### src/rtl/vdec1_crc_pkg.sv
// Shared constants and FSM state type for the parallel CRC checker.
// Common generator polynomials; the x^CRC_W term is implicit.
package vdec1_crc_pkg;

   localparam logic [15:0] CRC16_POLY  = 16'h1021;
   localparam logic [23:0] CRC24A_POLY = 24'h864CFB;
   localparam logic [23:0] CRC24B_POLY = 24'h800063;
   localparam logic [23:0] CRC24C_POLY = 24'hB2B117;

   typedef enum logic {
      ST_IDLE = 1'b0,
      ST_RUN  = 1'b1
   } crc_state_e;

endpackage

### src/rtl/vdec1_crc_step.sv
// One serial CRC stage (MSB-first, no reflection).
// A disabled stage passes the CRC through, so a chain can stop partway through a word.
module vdec1_crc_step
   import vdec1_crc_pkg::*;
#(
   parameter int               CRC_W = 16,
   parameter logic [CRC_W-1:0] POLY  = CRC16_POLY
) (
   input  logic [CRC_W-1:0] crc_i,
   input  logic             bit_i,
   input  logic             en_i,
   output logic [CRC_W-1:0] crc_o
);

   logic fb;

   always_comb begin
      fb    = crc_i[CRC_W-1] ^ bit_i;
      crc_o = crc_i;
      if (en_i) begin
         crc_o = {crc_i[CRC_W-2:0], 1'b0} ^ (fb ? POLY : '0);
      end
   end

endmodule

### src/rtl/vdec1_crc_check_par.sv
// Multi-bit-per-cycle CRC checker: recomputes the CRC over info_len bits and flags a match.
// Optional macro VDEC1_CRC_MASK_EN XORs crc_mask into the computed CRC before the compare.
module vdec1_crc_check_par
   import vdec1_crc_pkg::*;
#(
   parameter int               INFO_W       = 64,
   parameter int               CRC_W        = 16,
   parameter logic [CRC_W-1:0] POLY         = CRC16_POLY,
   parameter int               BITS_PER_CYC = 1,
   parameter int               LEN_W        = 7
) (
   input  logic              clk,
   input  logic              rst,
   input  logic              start,
   input  logic [INFO_W-1:0] info_bits,
   input  logic [CRC_W-1:0]  crc_bits,
   input  logic [LEN_W-1:0]  info_len,
   input  logic [CRC_W-1:0]  crc_mask,
   output logic              busy,
   output logic              done,
   output logic              crc_match
);

   crc_state_e        state_q;
   logic [INFO_W-1:0] cache_q;
   logic [LEN_W-1:0]  bit_cnt_q;
   logic [CRC_W-1:0]  crc_q;
   logic [CRC_W-1:0]  crc_ref_q;
   logic              busy_q;
   logic              done_q;
   logic              match_q;

   logic [CRC_W-1:0]  chain [BITS_PER_CYC+1];
   logic [CRC_W-1:0]  crc_d;
   logic [CRC_W-1:0]  crc_fin;
   logic [LEN_W-1:0]  bit_cnt_d;
   logic [LEN_W-1:0]  len_clamp;
   logic              last_cyc;

   assign chain[0] = crc_q;

   // Stage k only consumes a bit while at least k+1 bits remain.
   for (genvar k = 0; k < BITS_PER_CYC; k++) begin : g_step
      vdec1_crc_step #(
         .CRC_W (CRC_W),
         .POLY  (POLY)
      ) u_step (
         .crc_i (chain[k]),
         .bit_i (cache_q[k]),
         .en_i  (bit_cnt_q > LEN_W'(k)),
         .crc_o (chain[k+1])
      );
   end

   assign crc_d     = chain[BITS_PER_CYC];
   assign last_cyc  = (bit_cnt_q <= LEN_W'(BITS_PER_CYC));
   assign bit_cnt_d = last_cyc ? '0 : bit_cnt_q - LEN_W'(BITS_PER_CYC);
   assign len_clamp = (info_len > LEN_W'(INFO_W)) ? LEN_W'(INFO_W) : info_len;

`ifdef VDEC1_CRC_MASK_EN
   logic [CRC_W-1:0] mask_q;
   assign crc_fin = crc_d ^ mask_q;
`else
   logic unused_mask;
   assign unused_mask = ^crc_mask;
   assign crc_fin     = crc_d;
`endif

   always_ff @(posedge clk) begin
      if (rst) begin
         state_q   <= ST_IDLE;
         cache_q   <= '0;
         bit_cnt_q <= '0;
         crc_q     <= '0;
         crc_ref_q <= '0;
         busy_q    <= 1'b0;
         done_q    <= 1'b0;
         match_q   <= 1'b0;
`ifdef VDEC1_CRC_MASK_EN
         mask_q    <= '0;
`endif
      end else begin
         case (state_q)
            ST_IDLE: begin
               done_q <= 1'b0;
               if (start) begin
                  cache_q   <= info_bits;
                  bit_cnt_q <= len_clamp;
                  crc_q     <= '0;
                  crc_ref_q <= crc_bits;
`ifdef VDEC1_CRC_MASK_EN
                  mask_q    <= crc_mask;
`endif
                  match_q   <= 1'b0;
                  busy_q    <= 1'b1;
                  state_q   <= ST_RUN;
               end
            end
            ST_RUN: begin
               crc_q     <= crc_d;
               cache_q   <= cache_q >> BITS_PER_CYC;
               bit_cnt_q <= bit_cnt_d;
               if (last_cyc) begin
                  match_q <= (crc_fin == crc_ref_q);
                  done_q  <= 1'b1;
                  busy_q  <= 1'b0;
                  state_q <= ST_IDLE;
               end
            end
            default: state_q <= ST_IDLE;
         endcase
      end
   end

   assign busy      = busy_q;
   assign done      = done_q;
   assign crc_match = match_q;

endmodule
### config.mk
export PLATFORM = sky130hd
export DESIGN_NAME = vdec1_crc_check_par
export DESIGN_NICKNAME = d
export VERILOG_FILES = /design/src/rtl/vdec1_crc_pkg.sv /design/src/rtl/vdec1_crc_step.sv /design/src/rtl/vdec1_crc_check_par.sv
export SDC_FILE = /design/constraint.sdc
export NUM_CORES = 1
export LEC_CHECK = 0
export ABC_AREA = 1
export BUFFER_PORTS_ARGS = -buffer_cell sky130_fd_sc_hd__buf_2
export CORE_MARGIN = 4
export CORE_UTILIZATION = 55
export CTS_CLUSTER_SIZE = 30
export DETAILED_ROUTE_END_ITERATION = 6
export PLACE_DENSITY = 0.8
export RECOVER_POWER = 25
export SLEW_MARGIN = 20
export SYNTH_ARGS = -nofsm -noshare
export SYNTH_HDL_FRONTEND = slang
export SYNTH_SLANG_ARGS = --single-unit
### constraint.sdc
create_clock -name clk -period 4.8 [get_ports clk]
set_input_delay 0.24 -clock clk [delete_from_list [all_inputs] [get_ports clk]]
set_output_delay 0.24 -clock clk [all_outputs]
set_load 0.01 [all_outputs]
==> flow_summary.ini, run 1 <==
[timing]
finalCritPeriodShare_pct = 51.7
finalSetupViolCount = 0
worst_slew_pin_slew_ns = 0.871
period_needed_ns = 2.48
fin_skew_ns = 0.00784
slew_violations = 0
setup_ws_ns = 2.32
fmax_ghz = 0.403
slew_headroom_pct = 41.9
hold_violations = 0
rsz0062_at_grt = false
setup_tns_ns = 0

[synthesis]
synthMuxAreaShare_pct = 0
synth_top_cell_by_area = dfxtp_1
synth-edff-count = 0
synth_simple_gate_area_share_pct = 32.3
yosysSeqAreaShare_pct = 41.6
synth_cells = 781
ys_top_cells_by_area = dfxtp_1 (42%), nand2_1 (23%), inv_1 (7.4%)
synth_compound_gate_area_share_pct = 13.6
synth_seq_cells = 107
synth_xor_area_share_pct = 0.681
synth_area_um2 = 5150
async_reset_ff_share_pct = 0
synth_nets = 889
yosysWarnings = 0
synth_area_per_cell_um2 = 6.59
yosys-top-cells-count = nand2_1 (316), dfxtp_1 (107), inv_1 (102), nand3_1 (61), a22oi_1 (34)
synth_fa_ha_area_share_pct = 0.486
synthFlopType = dfxtp_1
synth_top_family_by_area = simple AND/OR/NAND/NOR gates
synth_top_area_share_pct = 41.6
synth_most_common_cell = nand2_1
synth.distinct_cells = 29

[cells_and_area]
layout-drive-gt1-share_pct = 14.7
post-route-util_pct = 63.1
diodes = 0
area_growth_pct = 12.3
fillers = 856
fin_nets = 955

[clocking]
numCtsBuffers = 9
insertion_delay_ns = 0.36
hold_buffers = 0
clkSlewWorstSetupHoldPaths_ns = 0.10
cts-htree-levels = 3
cts_resized = 0
cts_tree = done
root_buffer = clkbuf_8
postCtsSetupRepairBufs = 0
ctsLongestPathBuffers = 2
numClockSinks = 107

[grt]
antenna_found_initial = 0
use_met3_pct = 4.14
grt-busiest-layer = met2
grt_use_met2_pct = 39.6
grt-ovfl-total = 0
grt_pass1_vias = 4712
grt_pass1_wl_mm = 20.0
grt.met1_usage_pct = 25.2
grtUsageTotal_pct = 21.5
grt_max_degree = 85

[floorplanning]
die_x_um = 105
start_util_pct = 56.2
dieArea_um2 = 11000
dieHeight_um = 105
coreArea_um2 = 9150
placementRows = 35
boundaryPins = 109

[setup_path]
crit_path_top_delay_cell = nand2_1
startpoint_type = register
crit_chain = buf_4, nand2_1, nor3_1, nand2_1, nor2_1, nand2_1, nor2_1, nand3_1, nand2_1
criticalPathCategory = reg2reg
path_common_cell = nand2_1
path_max_fanout = 68
critPathArrivalTime_ns = 2.78
max_stage_delay_ns = 0.60
endpoint_kind = register
cp.required_ns = 5.10

[pwr]
power_density_nw_per_um2 = 362
p_leak_nw = 3.11
vdd_ir_drop_max_mv = 0.166

[route]
routedWlPerCell_um = 12.2
drt_iter0_drc = 217
vias = 5015
detail-route-antenna-nets = 0
routed_wl_mm = 11.7
first_pass_iters = 5
drc = 0
viasPerCell = 5.21

[place]
place.gp.congestion = 0.843
dp_hpwl_mm = 8.05
port_buffers = 92
dp_worst_setup_slack_ns = 2.39

[status]
status = completed

[hold_path]
hold_class = in2reg

[run]
cap_viol_max_count = 0
[critical path, delay by kind of cell (launching register included)]
kind / cells / cell delay [ns]
DFF: 1 / 0.39
and+or+nand+nor: 8 / 1.43
buffers and inverters: 1 / 0.58
[kinds of logic (layout without fill, tap and decap cells)]
logic type	Yosys count	count (layout)
buffers and inverters	146	217
AO/OA/AOI/OAI	112	112
XOR/XNOR	4	4
adder cells (fa/ha/maj)	2	2
AND/OR/NAND/NOR	410	410
flip-flops	107	107
[state kept, by name, summed over array words and instances (netlist names)]
register and count:
bit_cnt_q 7, busy 1, cache_q 64, crc_match 1, crc_q 16, crc_ref_q 16, done 1, state_q 1
[cell usage in the layout (no fill, tap or decap), types with 5 or more instances in the layout]
cell,count
buf_2,89
nor2_1,22
a22oi_1,34
o21ai_0,24
a21oi_1,24
a31oi_1,5
inv_1,101
nand2_1,316
dfxtp_1,107
clkbuf_8,10
o22ai_1,16
nand3_1,61
[worst paths after layout]
kind | startpoint | end | slack (ns) | cells past startpoint
setup / recovery | state_q | crc_match | 2.32 | 9
hold / removal | info_bits[8] | cache_q[8] | 0.14 | 3
hold reg to reg | crc_ref_q[5] | crc_ref_q[5] | 0.48 | 2
setup reg to reg | state_q | crc_match | 2.32 | 9
[area by class of cell]
cell class / instances / area (µm²) / share of cell area (%)
Clock buffer: 10 / 138 / 2.38
Sequential cell: 107 / 2140 / 37.1
Clock inverter: 6 / 62.6 / 1.08
Timing Repair Buffer: 96 / 487 / 8.43
Tap cell: 111 / 139 / 2.40
Multi-Input combinational cell: 528 / 2410 / 41.8
Inverter: 105 / 394 / 6.82
[where the power goes]
part	internal, mW	switching, mW
Combinational	0.180	0.333
Clock	0.257	0.306
Sequential	0.969	0.0474
[through the flow]
stage | area [µm²] | hold slack, ns | cells | power, mW
after CTS | 5800 | 0.122 | 963 | 2.11
after global placement | 5600 | 0.456 | 947 | 1.53
after global routing | 5780 | 0.138 | 963 | 2.23
after floorplan | 5150 | 0.384 | 781 | 1.44
final | 5780 | 0.138 | 963 | 2.09
after detailed placement | 5600 | 0.462 | 947 | 1.55
[layer usage]
layer | share of wire (%) | up-vias
met5 | 0 | -
met4 | 1.5 | 0
met3 | 5.0 | 17
met2 | 51 | 108
met1 | 43 | 2300
li1 | - | 2590
Note: power is estimated with default switching activity, not from simulation.
==> inputs of run 2 (changes only) <==
ABC_AREA = 0   (was 1)
CORE_UTILIZATION = 50   (was 55)
PLACE_DENSITY = 0.77   (was 0.8)
clock period = 2.07 ns   (was 4.8 ns; I/O delays follow)
==> run 2 against run 1 <==
The run now ends with negative setup slack left. Worst setup slack worse by 2.5 ns. Synthesized cell count fell by 14%. Flip-flop and latch count did not move. Highest routed layer unchanged. Largest power group unchanged. Sequential share of layout area is 3.3 points lower. Register-to-register slack got worse by 2.5 ns. Via count is 3.8% lower. Non-clock buffer count is 47 higher. Count of clock-buffer cells in the layout rose by 1.
==> flow_summary.ini, run 2 <==
[setup_path]
reg2reg_depth = 8
crit_chain = or4_4, or3_4, buf_6, nor2_1, o32ai_2, a221oi_1, nand4b_1, o21ai_1
startpoint_type = register
timing.rr.start = bit_cnt_q[5]
crit_path_top_delay_cell = or4_4
worst-path-buf-inv = 1
cp.required_ns = 2.39
max_stage_delay_ns = 0.56
worst_r2r_endpoint = crc_match
rrSetupSlack_ns = -0.15
endpoint_kind = register
path_delay_family = simple AND/OR/NAND/NOR gates
path_max_fanout = 15
critPathArrivalTime_ns = 2.54
criticalPathCategory = reg2reg

[synthesis]
yosys-top-cells-count = nor2_1 (160), a21oi_1 (110), dfxtp_1 (107), mux2i_1 (65), nand2_1 (61)
synthFlopType = dfxtp_1
synth-edff-count = 0
synth_top_cell_by_area = dfxtp_1
synth_top_family_by_area = simple AND/OR/NAND/NOR gates
synth_fa_ha_area_share_pct = 0.480
synth_simple_gate_area_share_pct = 22.3
yosysWarnings = 0
synthMuxAreaShare_pct = 13.3
yosysSeqAreaShare_pct = 41.1
synth.distinct_cells = 52
synth_area_per_cell_um2 = 7.77
synth_xor_area_share_pct = 2.02
synth_nets = 779
synth_most_common_cell = nor2_1
synth_cells = 671
async_reset_ff_share_pct = 0
synth_top_area_share_pct = 41.1
synth_area_um2 = 5220
ys_top_cells_by_area = dfxtp_1 (41%), mux2i_1 (12%), nor2_1 (12%)
synth_compound_gate_area_share_pct = 16.2
synth_seq_cells = 107

[cells_and_area]
fillers = 922
final_cell_mix = nor2_1 (160), a21oi_1 (109), dfxtp_1 (104)
post-route-util_pct = 62.2
diodes = 0
final_common_cell = nor2_1
area_growth_pct = 22.1
layout-drive-gt1-share_pct = 20.2
regMostFlops = cache_q
reg_top3 = cache_q: 64 flops, crc_q: 16 flops, crc_ref_q: 16 flops
fin_nets = 885
layout.cell_area.non_filler_um2 = 6370
largest_reg_flops = 64

[timing]
holdWs_ns = 0.0138
fmax_ghz = 0.450
rsz0062_at_grt = true
worst_slew_pin_slew_ns = 1.02
slew_headroom_pct = 31.7
fin_skew_ns = 0.0142
period_needed_ns = 2.22
hold_violations = 0
finalSetupViolCount = 1
slew_violations = 0
finalCritPeriodShare_pct = 107
setup_ws_ns = -0.153
setup_tns_ns = -0.153

[route]
first_pass_iters = 5
drt_iter0_drc = 263
routedWlPerCell_um = 13.7
viasPerCell = 5.25
vias = 4823
routed_wl_mm = 12.6
drc = 0
detail-route-antenna-nets = 0

[grt]
antenna_found_initial = 0
grt_pass1_vias = 4445
grt_pass1_wl_mm = 20.7
grt_max_degree = 107
grt-ovfl-total = 0
grtUsageTotal_pct = 21.5

[place]
port_buffers = 92
place_area_um2 = 5960
dp_hpwl_mm = 8.74
place.gp.congestion = 0.955
dp_worst_setup_slack_ns = -0.229

[clocking]
cts-htree-levels = 3
root_buffer = clkbuf_8
numClockSinks = 107
clkSlewWorstSetupHoldPaths_ns = 0.10
cts_tree = done
numCtsBuffers = 9
insertion_delay_ns = 0.39
ctsLongestPathBuffers = 2

[hold_path]
holdPathEnd = cache_q[63]
hold_path_depth = 3
hp-start = info_bits[63]
hold_class = in2reg

[status]
status = complete, but fails checks
failed_checks = negative setup slack

[floorplanning]
placementRows = 37
start_util_pct = 51.0
dieArea_um2 = 12100
die_x_um = 110
dieHeight_um = 110
coreArea_um2 = 10200
boundaryPins = 109

[run]
cap_viol_max_count = 0

[pwr]
p_leak_nw = 2.81
vdd_ir_drop_max_mv = 0.608
power_density_nw_per_um2 = 783
-- run 2: worst max path at each step --
| stage | from | endpoint | cells past startpoint |
|---|---|---|---|
| floorplan | bit_cnt_q[3] | crc_match | 7 |
| global placement | bit_cnt_q[4] | crc_match | 8 |
| detailed placement | bit_cnt_q[4] | crc_match | 7 |
| CTS | bit_cnt_q[3] | crc_match | 8 |
| global route | bit_cnt_q[5] | crc_match | 8 |
| finish | bit_cnt_q[5] | crc_match | 8 |
-- run 2: layout make-up --
class                           count  area [µm²]  share of cell area (%)
Clock buffer                       11         141                    2.22
Tap cell                          136         170                    2.67
Sequential cell                   107        2150                    33.7
Inverter                           14        52.6                   0.825
Multi-Input combinational cell    502        2870                    45.1
Clock inverter                      5        61.3                   0.963
Timing Repair Buffer              143         922                    14.5
-- run 2: worst reg2reg max path: stages, from the launching register on --
cell      delay [ns]
dfxtp_2         0.33
or4_4           0.56
or3_4           0.40
buf_6           0.17
nor2_1          0.11
o32ai_2         0.10
a221oi_1        0.22
nand4b_1        0.13
o21ai_1         0.15
-- run 2: logic make-up after synthesis --
family / after synthesis
fa+ha+maj: 2
compound gates: 150
flops: 107
mux: 69
buf+inv: 62
simple gates: 269
xor+xnor: 12
-- run 2: stage by stage --
stage | cells | power, mW
final | 918 | 4.98
after global routing | 918 | 5.26
after CTS | 917 | 5.00
after global placement | 884 | 3.59
after detailed placement | 884 | 3.63
after floorplan | 671 | 3.21
-- run 2: per-layer routing --
metal / vias to the layer above / part of all wire (%) / GRT usage, %
li1: 2499 / - / -
met1: 2220 / 45 / 28.4
met2: 90 / 49 / 35.0
met3: 14 / 4.5 / 5.24
met4: 0 / 1.3 / 6.68
met5: - / 0 / 0
-- run 2: power breakdown --
part           total (mW)  internal, mW  switching [mW]
clock                1.32         0.598           0.718
sequential           2.32          2.21           0.111
combinational        1.35         0.624           0.722
total                4.98          3.43            1.55
-- run 2: timing repair --
action | in CTS | in global routing
endpoints found under the setup margin | 1 | 7
buffers inserted | 1 | 1
pin swaps | 6 | 7
hold buffers | 16 | 0
gates resized for setup | 4 | 7
endpoints found under the hold margin | 16 | 0
==> inputs of run 3 (changes only) <==
MAX_ROUTING_LAYER = met4   (was unset)
==> run 3 against run 2 <==
The flow still finishes with violations (negative setup slack). Count of clock-buffer cells in the layout shrank 1. Global-route usage grew 0.54 points. Total power grew 5.2%.
==> flow_summary.ini, run 3 (synthesized netlist as in run 2, its figures left out) <==
[status]
status = complete, but fails checks
failed_checks = negative setup slack

[route]
routed_wl_mm = 12.8
viasPerCell = 5.27
routedWlPerCell_um = 13.8
first_pass_iters = 5
vias = 4888
drt_iter0_drc = 335
detail-route-antenna-nets = 0
drc = 0

[cells_and_area]
area_growth_pct = 25.5
largest_reg_flops = 64
final_common_cell = nor2_1
fin_nets = 894
final_cell_mix = nor2_1 (157), a21oi_1 (107), dfxtp_1 (104)
final-instance-count-excl-fill = 927
regMostFlops = cache_q
layout.cell_area.non_filler_um2 = 6550
post-route-util_pct = 64.0
reg_top3 = cache_q: 64 flops, crc_q: 16 flops, crc_ref_q: 16 flops
diodes = 0
layout-drive-gt1-share_pct = 22.8

[place]
port_buffers = 92
dp.cells = 887
dp_worst_setup_slack_ns = -0.224
place.gp.congestion = 0.994
place_area_um2 = 5980
dp_hpwl_mm = 8.90

[setup_path]
crit_chain = or4_4, nor3_4, buf_6, mux2_4, xor2_1, nor4_2, nand4b_1, o21ai_1
timing.rr.start = bit_cnt_q[4]
path_max_fanout = 4
rrSetupSlack_ns = -0.17
crit_path_top_delay_cell = or4_4
worst_r2r_endpoint = crc_match
startpoint_type = register
reg2reg_depth = 8
criticalPathCategory = reg2reg
max_stage_delay_ns = 0.57
critPathArrivalTime_ns = 2.57
cp.required_ns = 2.40
endpoint_kind = register

[hold_path]
hold_class = in2reg
hold_path_depth = 3
hp-start = rst
holdPathEnd = done

[clocking]
root_buffer = clkbuf_8
ctsLongestPathBuffers = 2
clkSlewWorstSetupHoldPaths_ns = 0.11
numClockSinks = 107
numCtsBuffers = 9
cts-htree-levels = 3
cts_tree = done
insertion_delay_ns = 0.40

[timing]
rsz0062_at_grt = true
hold_violations = 0
slew_headroom_pct = 40.6
slew_violations = 0
period_needed_ns = 2.24
fin_skew_ns = 0.0168
fmax_ghz = 0.447
finalCritPeriodShare_pct = 108
finalSetupViolCount = 4
worst_slew_pin_slew_ns = 0.892
setup_ws_ns = -0.169

[grt]
grt_pass1_vias = 4403
grt-ovfl-total = 0
antenna_found_initial = 0
grt_pass1_wl_mm = 20.4
grtUsageTotal_pct = 22.1
grt_max_degree = 107

[floorplanning]
start_util_pct = 51.0
coreArea_um2 = 10200
boundaryPins = 109
dieHeight_um = 110
die_x_um = 110
dieArea_um2 = 12100
placementRows = 37

[pwr]
power_mw = 5.25
vdd_ir_drop_max_mv = 0.568
power_density_nw_per_um2 = 801
p_leak_nw = 2.90

[run]
cap_viol_max_count = 0
run 3: cell types whose count changed in the layout (fill, tap and decap cells not counted), moves of 3 or more:
cell,delta
buf_4,+8
nor2_2,+3
nand2_2,+4
nand2_1,-6
nor2_1,-3
run 3: what timing repair did:
| action | in CTS | in global routing |
|---|---|---|
| gates resized for setup | 7 | 24 |
| setup endpoints to repair | 2 | 13 |
| endpoints found under the hold margin | 17 | 0 |
| pin swaps | 8 | 19 |
| hold buffers | 17 | 0 |
| buffers inserted | 5 | 2 |
run 3: cell type report:
| type | count | area [µm²] |
|---|---|---|
| multi-input combinational | 502 | 2930 |
| clock inverter | 6 | 96.3 |
| sequential | 107 | 2150 |
| inverter | 14 | 52.6 |
| clock buffer | 10 | 128 |
| fill | 897 | 3680 |
| timing repair buffer | 152 | 1020 |
| tap | 136 | 170 |
run 3: worst max-delay path, delay by kind of cell (launching register included):
family	cells	cell delay [ns]
AO/OA/AOI/OAI	1	0.14
flip-flops	1	0.33
AND/OR/NAND/NOR	4	1.11
XOR/XNOR	1	0.16
buffers and inverters	1	0.13
multiplexers	1	0.30
run 3: metal layers:
layer	vias to the layer above	GRT usage (%)	part of all wire, %
met4	0	6.95	1.3
met1	2253	27.3	45
met5	-	-	0
met2	110	35.3	49
li1	2513	-	-
met3	12	6.00	5.0
run 3: how the worst max path moves through the flow:
stage | startpoint | to | cells after the start
floorplan | bit_cnt_q[3] | crc_match | 7
global placement | bit_cnt_q[4] | crc_match | 8
global route | bit_cnt_q[4] | crc_match | 8
detailed placement | bit_cnt_q[4] | crc_match | 7
CTS | bit_cnt_q[3] | crc_match | 7
finish | bit_cnt_q[4] | crc_match | 8
run 3: per-stage QoR:
| stage | TNS (ns) | hold WS [ns] |
|---|---|---|
| finish | -0.326 | 0.0217 |
| global route | -1.12 | 0.00708 |
| CTS | -0.199 | 0.00799 |
| detailed placement | -0.224 | 0.348 |
| global placement | -0.194 | 0.345 |
| floorplan | -0.0896 | 0.239 |
run 3: power breakdown:
part | total, mW | leakage, nW | internal [mW] | switching [mW]
Combinational | 1.49 | 1.91 | 0.718 | 0.768
Sequential | 2.32 | 0.878 | 2.21 | 0.105
Clock | 1.44 | 0.109 | 0.696 | 0.747
Total | 5.25 | 2.90 | 3.62 | 1.62
